### src/rtl/led_share_arbiter.sv
// Round-robin LED bank arbiter with minimum hold time and per-requester blinking.
// Optional IDLE_HEARTBEAT_EN: a walking one-hot on the LEDs while idle.
module led_share_arbiter #(
    parameter int LED         = 4,
    parameter int NREQ        = 4,
    parameter int TICK_CYCLES = 100000,
    parameter int HOLD_TICKS  = 500,
    parameter int BLINK_TICKS = 250
) (
    input  logic                  clk,
    input  logic                  rst,
    input  logic [NREQ-1:0]       req,
    input  logic [NREQ*LED-1:0]   pattern,
    input  logic [NREQ-1:0]       blink,
    output logic [NREQ-1:0]       grant,
    output logic                  busy,
    output logic [LED-1:0]        led
);

    localparam int IW = $clog2(NREQ);
    localparam int PW = (TICK_CYCLES > 1) ? $clog2(TICK_CYCLES) : 1;
    localparam int HW = (HOLD_TICKS > 0) ? $clog2(HOLD_TICKS + 1) : 1;
    localparam int BW = (BLINK_TICKS > 1) ? $clog2(BLINK_TICKS) : 1;
`ifdef IDLE_HEARTBEAT_EN
    localparam logic [LED-1:0] IDLE_LED = LED'(1);
`else
    localparam logic [LED-1:0] IDLE_LED = '0;
`endif

    typedef enum logic [1:0] {S_IDLE, S_HOLD, S_OWN} state_t;

    state_t            state_q, state_d;
    logic [NREQ-1:0]   grant_q, grant_d;
    logic [IW-1:0]     last_q, last_d;
    logic [HW-1:0]     hold_q, hold_d;
    logic [PW-1:0]     presc_q, presc_d;
    logic [BW-1:0]     bcnt_q, bcnt_d;
    logic              phase_q, phase_d;
    logic [LED-1:0]    led_q, led_d;

    logic              tick, toggle, any_found, take;
    logic [IW-1:0]     cand, any_idx;
    logic [LED-1:0]    show_any, show_own;

    always_ff @(posedge clk or posedge rst) begin
        if (rst) begin
            state_q <= S_IDLE;
            grant_q <= '0;
            last_q  <= IW'(NREQ - 1);
            hold_q  <= '0;
            presc_q <= '0;
            bcnt_q  <= '0;
            phase_q <= 1'b1;
            led_q   <= IDLE_LED;
        end else begin
            state_q <= state_d;
            grant_q <= grant_d;
            last_q  <= last_d;
            hold_q  <= hold_d;
            presc_q <= presc_d;
            bcnt_q  <= bcnt_d;
            phase_q <= phase_d;
            led_q   <= led_d;
        end
    end

    assign tick   = (presc_q == PW'(TICK_CYCLES - 1));
    assign toggle = tick && (bcnt_q == BW'(BLINK_TICKS - 1));

    // Search starts just after the last owner; hitting the owner itself last means no one else waits.
    always_comb begin
        any_found = 1'b0;
        any_idx   = '0;
        cand      = '0;
        for (int unsigned k = 1; k <= 32'(NREQ); k++) begin
            cand = IW'((32'(last_q) + k) % 32'(NREQ));
            if (!any_found && req[cand]) begin
                any_found = 1'b1;
                any_idx   = cand;
            end
        end
    end

    always_comb begin
        show_any = pattern[32'(any_idx)*LED +: LED];
        if (blink[any_idx] && !phase_q)
            show_any = '0;
        show_own = pattern[32'(last_q)*LED +: LED];
        if (blink[last_q] && !phase_q)
            show_own = '0;
    end

    always_comb begin
        presc_d = tick ? '0 : presc_q + PW'(1);
        bcnt_d  = bcnt_q;
        phase_d = phase_q;
        if (toggle) begin
            bcnt_d  = '0;
            phase_d = ~phase_q;
        end else if (tick) begin
            bcnt_d  = bcnt_q + BW'(1);
        end
    end

    always_comb begin
        state_d = state_q;
        grant_d = grant_q;
        last_d  = last_q;
        hold_d  = hold_q;
        led_d   = led_q;
        take    = 1'b0;
        unique case (state_q)
            S_IDLE: begin
                if (any_found)
                    take = 1'b1;
            end
            S_HOLD: begin
                if (hold_q == '0)
                    state_d = S_OWN;
                else if (tick)
                    hold_d = hold_q - HW'(1);
            end
            S_OWN: begin
                if (any_found && (any_idx != last_q)) begin
                    take = 1'b1;
                end else if (!req[last_q]) begin
                    state_d = S_IDLE;
                    grant_d = '0;
                    led_d   = IDLE_LED;
                end
            end
            default: state_d = S_IDLE;
        endcase

        if (take) begin
            state_d = S_HOLD;
            grant_d = NREQ'(1) << any_idx;
            last_d  = any_idx;
            hold_d  = HW'(HOLD_TICKS);
            led_d   = show_any;
        end else if (state_q != S_IDLE && state_d != S_IDLE) begin
            if (req[last_q])
                led_d = show_own;
        end else if (state_q == S_IDLE) begin
`ifdef IDLE_HEARTBEAT_EN
            if (toggle)
                led_d = {led_q[LED-2:0], led_q[LED-1]};
`else
            led_d = '0;
`endif
        end
    end

    always_comb begin
        grant = grant_q;
        busy  = (state_q != S_IDLE);
        led   = led_q;
    end

endmodule

### config.mk
export PLATFORM = sky130hd
export DESIGN_NAME = led_share_arbiter
export DESIGN_NICKNAME = d
export VERILOG_FILES = /design/src/rtl/led_share_arbiter.sv
export SDC_FILE = /design/constraint.sdc
export NUM_CORES = 1
export LEC_CHECK = 0
export CORE_UTILIZATION = 40
export CTS_BUF_LIST = sky130_fd_sc_hd__clkbuf_4
export DETAILED_ROUTE_END_ITERATION = 10
export SYNTH_ARGS = -nofsm -noshare
export SYNTH_HDL_FRONTEND = slang
export SYNTH_SLANG_ARGS = --single-unit
### constraint.sdc
create_clock -name clk -period 3.2 [get_ports clk]
set_input_delay 0.64 -clock clk [delete_from_list [all_inputs] [get_ports clk]]
set_output_delay 0.64 -clock clk [all_outputs]
set_load 0.02 [all_outputs]
Yosys cells after proc, flatten, opt, wreduce, memory -nomap -nowiden
Cells that the tools add are included.

word-level totals
  bits in registers = 47
  bits in latches = 0
  bits in writable memories = 0
  memory bits (read-only) = 0
  input port bits = 26
  word-level logic and storage cells = 105
  memories = 0

cells by class
  add/sub/neg operators = 7
  multipliers = 0
  divide/modulo/power cells = 0
  order comparisons = 6
  eq/ne operators = 8
  shift operators = 3
  muxes and demuxes = 50
  bitwise logic cells = 1
  reduce and logical (&&, ||, !) cells = 22

operators with widths
  kind                                                number
  two-way mux 4 bit                                   13
  two-way mux 9 bit                                   4
  variable part select 16 x 5 -> 4 bit                2
  < comparator 2 x 3 -> 1 bit, second input constant  6
  adder 17 x 1 -> 17 bit, second input constant       1
  == test 17 bit, second input constant               1
  two-way mux 17 bit                                  1
  two-way mux 2 bit                                   8
  two-way mux 8 bit                                   2
  binary-select mux 1 bit (select 2 bit)              7
  two-way mux 1 bit                                   13
  nonzero test 2 bit                                  6
  logical NOT 9 bit                                   1
  subtractor 9 x 1 -> 9 bit, second input constant    1
  adder 8 x 1 -> 8 bit, second input constant         1
  == test 8 bit, second input constant                1
  logical AND 1 bit                                   8
  inequality test 2 bit, second input constant        3
  case mux 2 bit (3 select lines)                     1
  AND reduction 3 bit                                 2
  adder 2 x 1 -> 2 bit, second input constant         2
  adder 2 bit, second input constant                  2
  logical NOT 1 bit                                   4
  left shift 1 x 2 -> 4 bit, first input constant     1
  6 further kinds                                     6

Longest topological paths before layout
Gate-level depths: netlist of the first run.

  word-level depth = 21
  mapped depth = 9

Worst setup path before layout of the first run
Ideal clock, no wire load.

  kind = input -> register
  from = input port req[3]
  to = register led_q[0], in the netlist led[0]
  library setup time = 0.095 ns
  arrival time = 2.008 ns
  setup slack = 1.097 ns
  stages = 7
  buffers on the path = 2
  cell sequence = buf_2 nand2b_1 a22o_1 a221oi_1 buf_2 mux2_2 o31ai_1

on the way
  longest elaborated chain between the ends = 20
  elaborated cells between the ends (all ways) = 46
  those cells by class = 1 x eq/ne; 1 x shift; 34 x mux; 10 x reduce/logical

ends and longest elaborated chain
  item                                     RTL line  text
  start, declared                          12        input logic [NREQ-1:0] req,
  binary-select mux 1 bit (select 2 bit)   77        if (!any_found && req[cand]) begin
  two-way mux 1 bit (implied by the code)  77
  two-way mux 1 bit                        77
  logical NOT 1 bit                        77
  logical AND 1 bit                        77
  two-way mux 1 bit                        77
  logical NOT 1 bit                        77
  logical AND 1 bit                        77
  [5 not listed]                           n/a
  logical AND 1 bit                        124       if (any_found && (any_idx != last_q)) begin
  two-way mux 2 bit                        124
  case mux 2 bit (3 select lines)          112       unique case (state_q)
  nonzero test 2 bit                       141       end else if (state_q != S_IDLE && state_d != S_IDLE) begin
  logical AND 1 bit                        141
  two-way mux 4 bit                        141
  two-way mux 4 bit (*)                    135       if (take) begin
  via led_d[0]                             39        logic [LED-1:0] led_q, led_d;
  end signal, assigned                     63        led_q <= led_d;
  end, declared                            39

Mark *: on every way through the listed nets, which the timed path passes. The rest lies on a longest branch. The select of a mux whose other input is x is not followed.
A chain may end at the register's enable or synchronous reset.

Worst setup path after layout of the first run
  from = input port req[3]
  to = register led_q[1], in the netlist led[1]

Same word-level chain as after synthesis.

==> impl_metrics.csv, run 1 <==
group,metric,value,unit
setup_path,required,3440,ps
clocking,cts_num_sinks,47,
logic_synthesis,async_flop_share,1.00,
grt,antenna_found_initial,0,
route,drc,0,
cells_and_area,syn_to_final_growth,17.1,%
logic_synthesis,synthesis.nets,306,
timing,tns,0,ps
die,core,6760,um^2
logic_synthesis,syn_area,2790,um^2
grt,grt_max_degree,34,
timing,setup_violations,0,
timing,rsz0062_at_grt,"no",
setup_path,critPathKind,"primary input to flop",
timing,worst_clock_skew,19.2,ps
timing,tightestPinTransition,559,ps
clocking,root_buffer,"clkbuf_4",
power_and_ir_drop,total_power,1.62,mW
die,pin_count,35,
cells_and_area,stdcell_count,392,
timing,period_share,0.764,
logic_synthesis,yosysWarnings,0,
placement,numPortBuffers,34,
clocking,clk_pin_slew_worst_paths,130,ps
setup_path,cp_max_fo,11,
clocking,cts_buffer_depth,2,
logic_synthesis,yosysSeqAreaShare,0.423,
route,ant_nets,0,
route,firstDrtPassIters,4,
clocking,post_cts_resized,0,
logic_synthesis,yosysUniqueCellTypes,51,
clocking,post_cts_buffers,0,
cells_and_area,diodes,0,
grt,grt_pass1_vias,1994,
clocking,htree_levels,2,
clocking,hold_buffers,0,
logic_synthesis,synth_top_area_frac,0.395,
logic_synthesis,ys_top_cells_by_area,"dfrtp_1, mux4_2, nand2_1, xor2_1, mux2i_1",
cells_and_area,seqCellArea,1180,um^2
die,die_x,85.5,um
power_and_ir_drop,p_leak,1.37,nW
die,die-area,7310,um^2
timing,fin_crit,2450,ps
route,via_per_inst,5.41,
route,num_vias,2120,
cells_and_area,layout-drive-gt1-share,0.131,
logic_synthesis,synth_edf_count,0,
grt,grt_pass1_wl,9310,um
grt,grt_usage,0.159,
logic_synthesis,yosysMostFrequentCell,"dfrtp_1",
timing,maxSlewViolCount,0,
power_and_ir_drop,cellPowerDensity,496,nW/um^2
logic_synthesis,synth_cells,276,
outcome,status,"finished clean",
die,die_h,85.5,um
logic_synthesis,synthTopCellsByCount,"dfrtp_1, nand2_1, nor2_1",
grt,grt_overflow,0,
timing,hold_ws,494,ps
setup_path,end_kind,"flop",
clocking,numCtsBuffers,5,
clocking,tritoncts,"done",
timing,slew_headroom,0.625,
setup_path,cp-start-kind,"primary input",
logic_synthesis,synth_seq_cells,47,
die,num_rows,30,
placement,dp_hpwl,3970,um
route,drt_iter0_markers,70,
worst_hold_path,worstHoldPathType,"flop to flop",
cells_and_area,fin_nets,341,
logic_synthesis,synth_area_per_cell,10.1,um^2
placement,gp_congestion,0.722,
logic_synthesis,synth_top_flop_cell,"dfrtp_1",
cells_and_area,n_fill_cell,659,
cells_and_area,final_util,0.483,
timing,fmax,0.409,GHz
flow_run,drv_cap,0,
route,routedWlPerCell,14.1,um
timing,hold_viol,0,
cells_and_area,multi_input_area,1510,um^2
placement,place_inst,384,
clocking,clk_latency,370,ps
route,drt_wl_total,5520,um
die,initial_core_util,0.413,
logic_synthesis,yosysTopAreaCell,"dfrtp_1",
power_and_ir_drop,ir_drop,0.231,mV
setup_path,worstPathArrival,2690,ps
## metrics by stage
| stage | worst slack, ps | instance area, um^2 |
|---|---|---|
| floorplan | 1100 | 2790 |
| global placement | 394 | 3210 |
| detailed placement | 343 | 3210 |
| CTS | 752 | 3270 |
| global route | 595 | 3270 |
| finish | 755 | 3270 |
## critical path, stage by stage
cell             delay, ps
clkdlybuf4s50_1        630
nand2b_1               110
a22o_1                 190
a221oi_1               240
buf_4                  230
or2b_1                 240
o22ai_1                280
o31ai_1                120
## kinds of logic (layout without fill, tap and decap cells)
logic type / Yosys count / after routing / synth area share
AND/OR/NAND/NOR: 108 / 108 / 0.207
AO/OA/AOI/OAI: 50 / 50 / 0.134
flip-flops: 47 / 47 / 0.423
multiplexers: 24 / 24 / 0.116
buffers and inverters: 22 / 58 / 0.0359
XOR/XNOR: 21 / 21 / 0.0660
adder cells (fa/ha/maj): 4 / 4 / 0.0179
## cell usage in the layout, fill, tap and decap left out, drive strengths merged, types with 4 or more instances in the layout
master          n
a21oi           6
a221oi          4
and3            6
buf             5
clkbuf          6
clkdlybuf4s50  34
dfrtp          44
ha              4
inv            11
mux2            7
mux2i          11
mux4            6
nand2          33
nand2b          6
nand3          11
nor2           17
nor2b           4
nor3            5
o21ai          14
o2bb2ai         5
o31ai          10
or2             4
xnor2           8
xor2           13
## power breakdown
part           internal, mW  switching, mW
clock network        0.0936          0.190
registers             0.655         0.0844
logic                 0.328          0.269
total                  1.08          0.543
## path summary, 6_finish.rpt
kind / startpoint / end / slack [ps] / cells after the start
min: bcnt_q[5] / bcnt_q[5] / 490 / 1
max: req[3] / led[1] / 750 / 8
max in group asynchronous: rst / last_q[0] / 1910 / 3
min in group asynchronous: rst / hold_q[1] / 510 / 2
max reg2reg: last_q[1] / led[1] / 920 / 6
min reg2reg: bcnt_q[5] / bcnt_q[5] / 490 / 1
## layout make-up
cell class,count,area share
multi-input cells,207,0.462
flip-flops and latches,47,0.361
repair buffers,39,0.116
well taps,80,0.0307
clock buffers,6,0.0138
inverters,11,0.0126
clock inverters,2,0.00383
## state kept, by name (all words and copies together), names as in the netlist
| name | flops |
|---|---|
| phase_q | 1 |
| presc_q | 17 |
| led | 4 |
| bcnt_q | 8 |
| grant | 4 |
| last_q | 2 |
| state_q | 2 |
| hold_q | 9 |
## per-layer routing
| layer | GRT usage | up-vias | share of wire |
|---|---|---|---|
| met5 | 0 | - | 0 |
| met4 | 0.0485 | 0 | 0.011 |
| met3 | 0.0327 | 6 | 0.044 |
| met2 | 0.265 | 42 | 0.46 |
| met1 | 0.208 | 1010 | 0.48 |
| li1 | - | 1062 | - |
No activity file was read; power rests on OpenSTA's default activity.
==> run 2: changes to the inputs <==
- clock period: 3.2 -> 2.4 ns (I/O delays scaled with it)
==> run 2 against run 1 <==
Net effect: sequential power is 31% higher; routed wire length increased by 2.0%; power grew 47%; clock power grew 75%; combinational power grew 52%; core utilization grew 2.3 points; via count up 5.0%; non-clock buffer count rose by 14; die area is the same; sequential cell count unchanged; largest power group unchanged; cell count up 3.6%; sequential share of layout area fell by 1.6 points.
==> impl_metrics.csv, run 2 (synthesis results as in run 1) <==
group,metric,value,unit
grt,grt_max_degree,29,
timing,worst_clock_skew,19.9,ps
setup_path,cp-start-kind,"flop",
clocking,numCtsBuffers,5,
placement,gp_congestion,0.771,
grt,grt_overflow,0,
timing,slew_headroom,0.616,
cells_and_area,layout_commonest_cell,"dfrtp_1",
cells_and_area,diodes,0,
power_and_ir_drop,p_leak,1.46,nW
placement,dp_hpwl,4140,um
cells_and_area,most-common-layout-cells,"dfrtp_1, clkdlybuf4s50_1, nand2_1, nor2_1, buf_4",
die,pin_count,35,
cells_and_area,largest_reg_flops,17,
power_and_ir_drop,cellPowerDensity,694,nW/um^2
route,via_per_inst,5.48,
placement,place_ws,-63.8,ps
cells_and_area,stdcell_count,406,
route,firstDrtPassIters,4,
setup_path,end_kind,"primary output",
setup_path,worstPathArrival,1710,ps
route,ant_nets,0,
flow_run,drv_cap,0,
cells_and_area,fin_nets,355,
die,initial_core_util,0.413,
route,drc,0,
cells_and_area,regMostFlops,"presc_q",
timing,fin_crit,2190,ps
clocking,post_cts_buffers,0,
clocking,htree_levels,2,
placement,place_inst,398,
cells_and_area,largestRegisters,"presc_q (17), hold_q (9), bcnt_q (8)",
placement,numPortBuffers,34,
setup_path,required,1920,ps
timing,rsz0062_at_grt,"no",
timing,worst_slack,212,ps
die,die_x,85.5,um
clocking,cts_buffer_depth,2,
clocking,clk_pin_slew_worst_paths,150,ps
setup_path,critPathKind,"flop to primary output",
die,core,6760,um^2
grt,antenna_found_initial,0,
route,routedWlPerCell,13.9,um
power_and_ir_drop,ir_drop,0.272,mV
clocking,root_buffer,"clkbuf_4",
grt,grt_pass1_vias,2147,
grt,grt_usage,0.165,
route,drt_iter0_markers,95,
cells_and_area,layout-drive-gt1-share,0.169,
cells_and_area,syn_to_final_growth,22.7,%
timing,setup_violations,0,
die,die-area,7310,um^2
die,num_rows,30,
timing,period_share,0.912,
route,drt_wl_total,5630,um
setup_path,cp_max_fo,8,
die,die_h,85.5,um
outcome,status,"finished clean",
clocking,tritoncts,"done",
clocking,post_cts_resized,0,
clocking,clk_latency,360,ps
grt,grt_pass1_wl,9820,um
clocking,cts_num_sinks,47,
clocking,hold_buffers,0,
route,num_vias,2226,
timing,hold_viol,0,
timing,fmax,0.457,GHz
timing,maxSlewViolCount,0,
worst_hold_path,worstHoldPathType,"primary input to asynchronous set/reset pin",
timing,tightestPinTransition,572,ps
[run 2: cell types whose count changed in the layout (fill, tap and decap cells not counted)]
cell        previous run  this run
clkinvlp_4             1         0
buf_12                 0         2
clkbuf_4               6         7
buf_4                  5        17
bufinv_16              0         1
clkinv_2               1         0
[run 2: area by class of cell]
class,count,area [um^2]
Multi-Input combinational cell,207,1510
Sequential cell,47,1180
Timing Repair Buffer,53,508
Fill cell,643,3340
Clock inverter,1,30.0
Tap cell,80,100
Clock buffer,7,52.6
Inverter,11,41.3
[run 2: routing by layer]
metal / share of wire / up-vias / global-route usage
li1: - / 1091 / -
met1: 0.49 / 1087 / 0.220
met3: 0.036 / 4 / 0.0318
met4: 0.0067 / 0 / 0.0364
met2: 0.47 / 44 / 0.281
met5: 0 / - / 0
[run 2: final timing paths]
check / start / end / slack, ps / cells after the start
max reg2reg: last_q[0] / led[3] / 300 / 5
min reg2reg: bcnt_q[5] / bcnt_q[5] / 490 / 1
max in group asynchronous: rst / last_q[0] / 1390 / 3
max: state_q[1] / busy / 210 / 2
min: rst / presc_q[16] / 420 / 2
min in group clk: bcnt_q[5] / bcnt_q[5] / 490 / 1
[run 2: critical path, cell delays in order, from the launching register on]
cell and delay, ps:
dfrtp_1 490, or2_2 320, clkdlybuf4s50_1 540
[run 2: report_power, final]
part / internal [mW] / switching [mW] / total [mW]
Combinational: 0.511 / 0.395 / 0.906
Clock: 0.244 / 0.252 / 0.496
Sequential: 0.873 / 0.0985 / 0.972
Total: 1.63 / 0.746 / 2.37
[run 2: through the flow]
stage	instance area [um^2]	util	power, mW	TNS (ps)	hold WS, ps
after global placement	3340	0.494	1.89	-200	464
after CTS	3420	0.506	2.40	0	428
after global routing	3420	0.506	2.52	0	439
after floorplan	2790	-	1.57	0	439
after detailed placement	3340	0.494	1.90	-239	467
final	3420	0.506	2.37	0	420
==> run 3: changes to the inputs <==
- GPL_ROUTABILITY_DRIVEN: not set -> 0
==> results of run 3 <==
The final DEF is identical to that of run 2; final timing and power are the same.
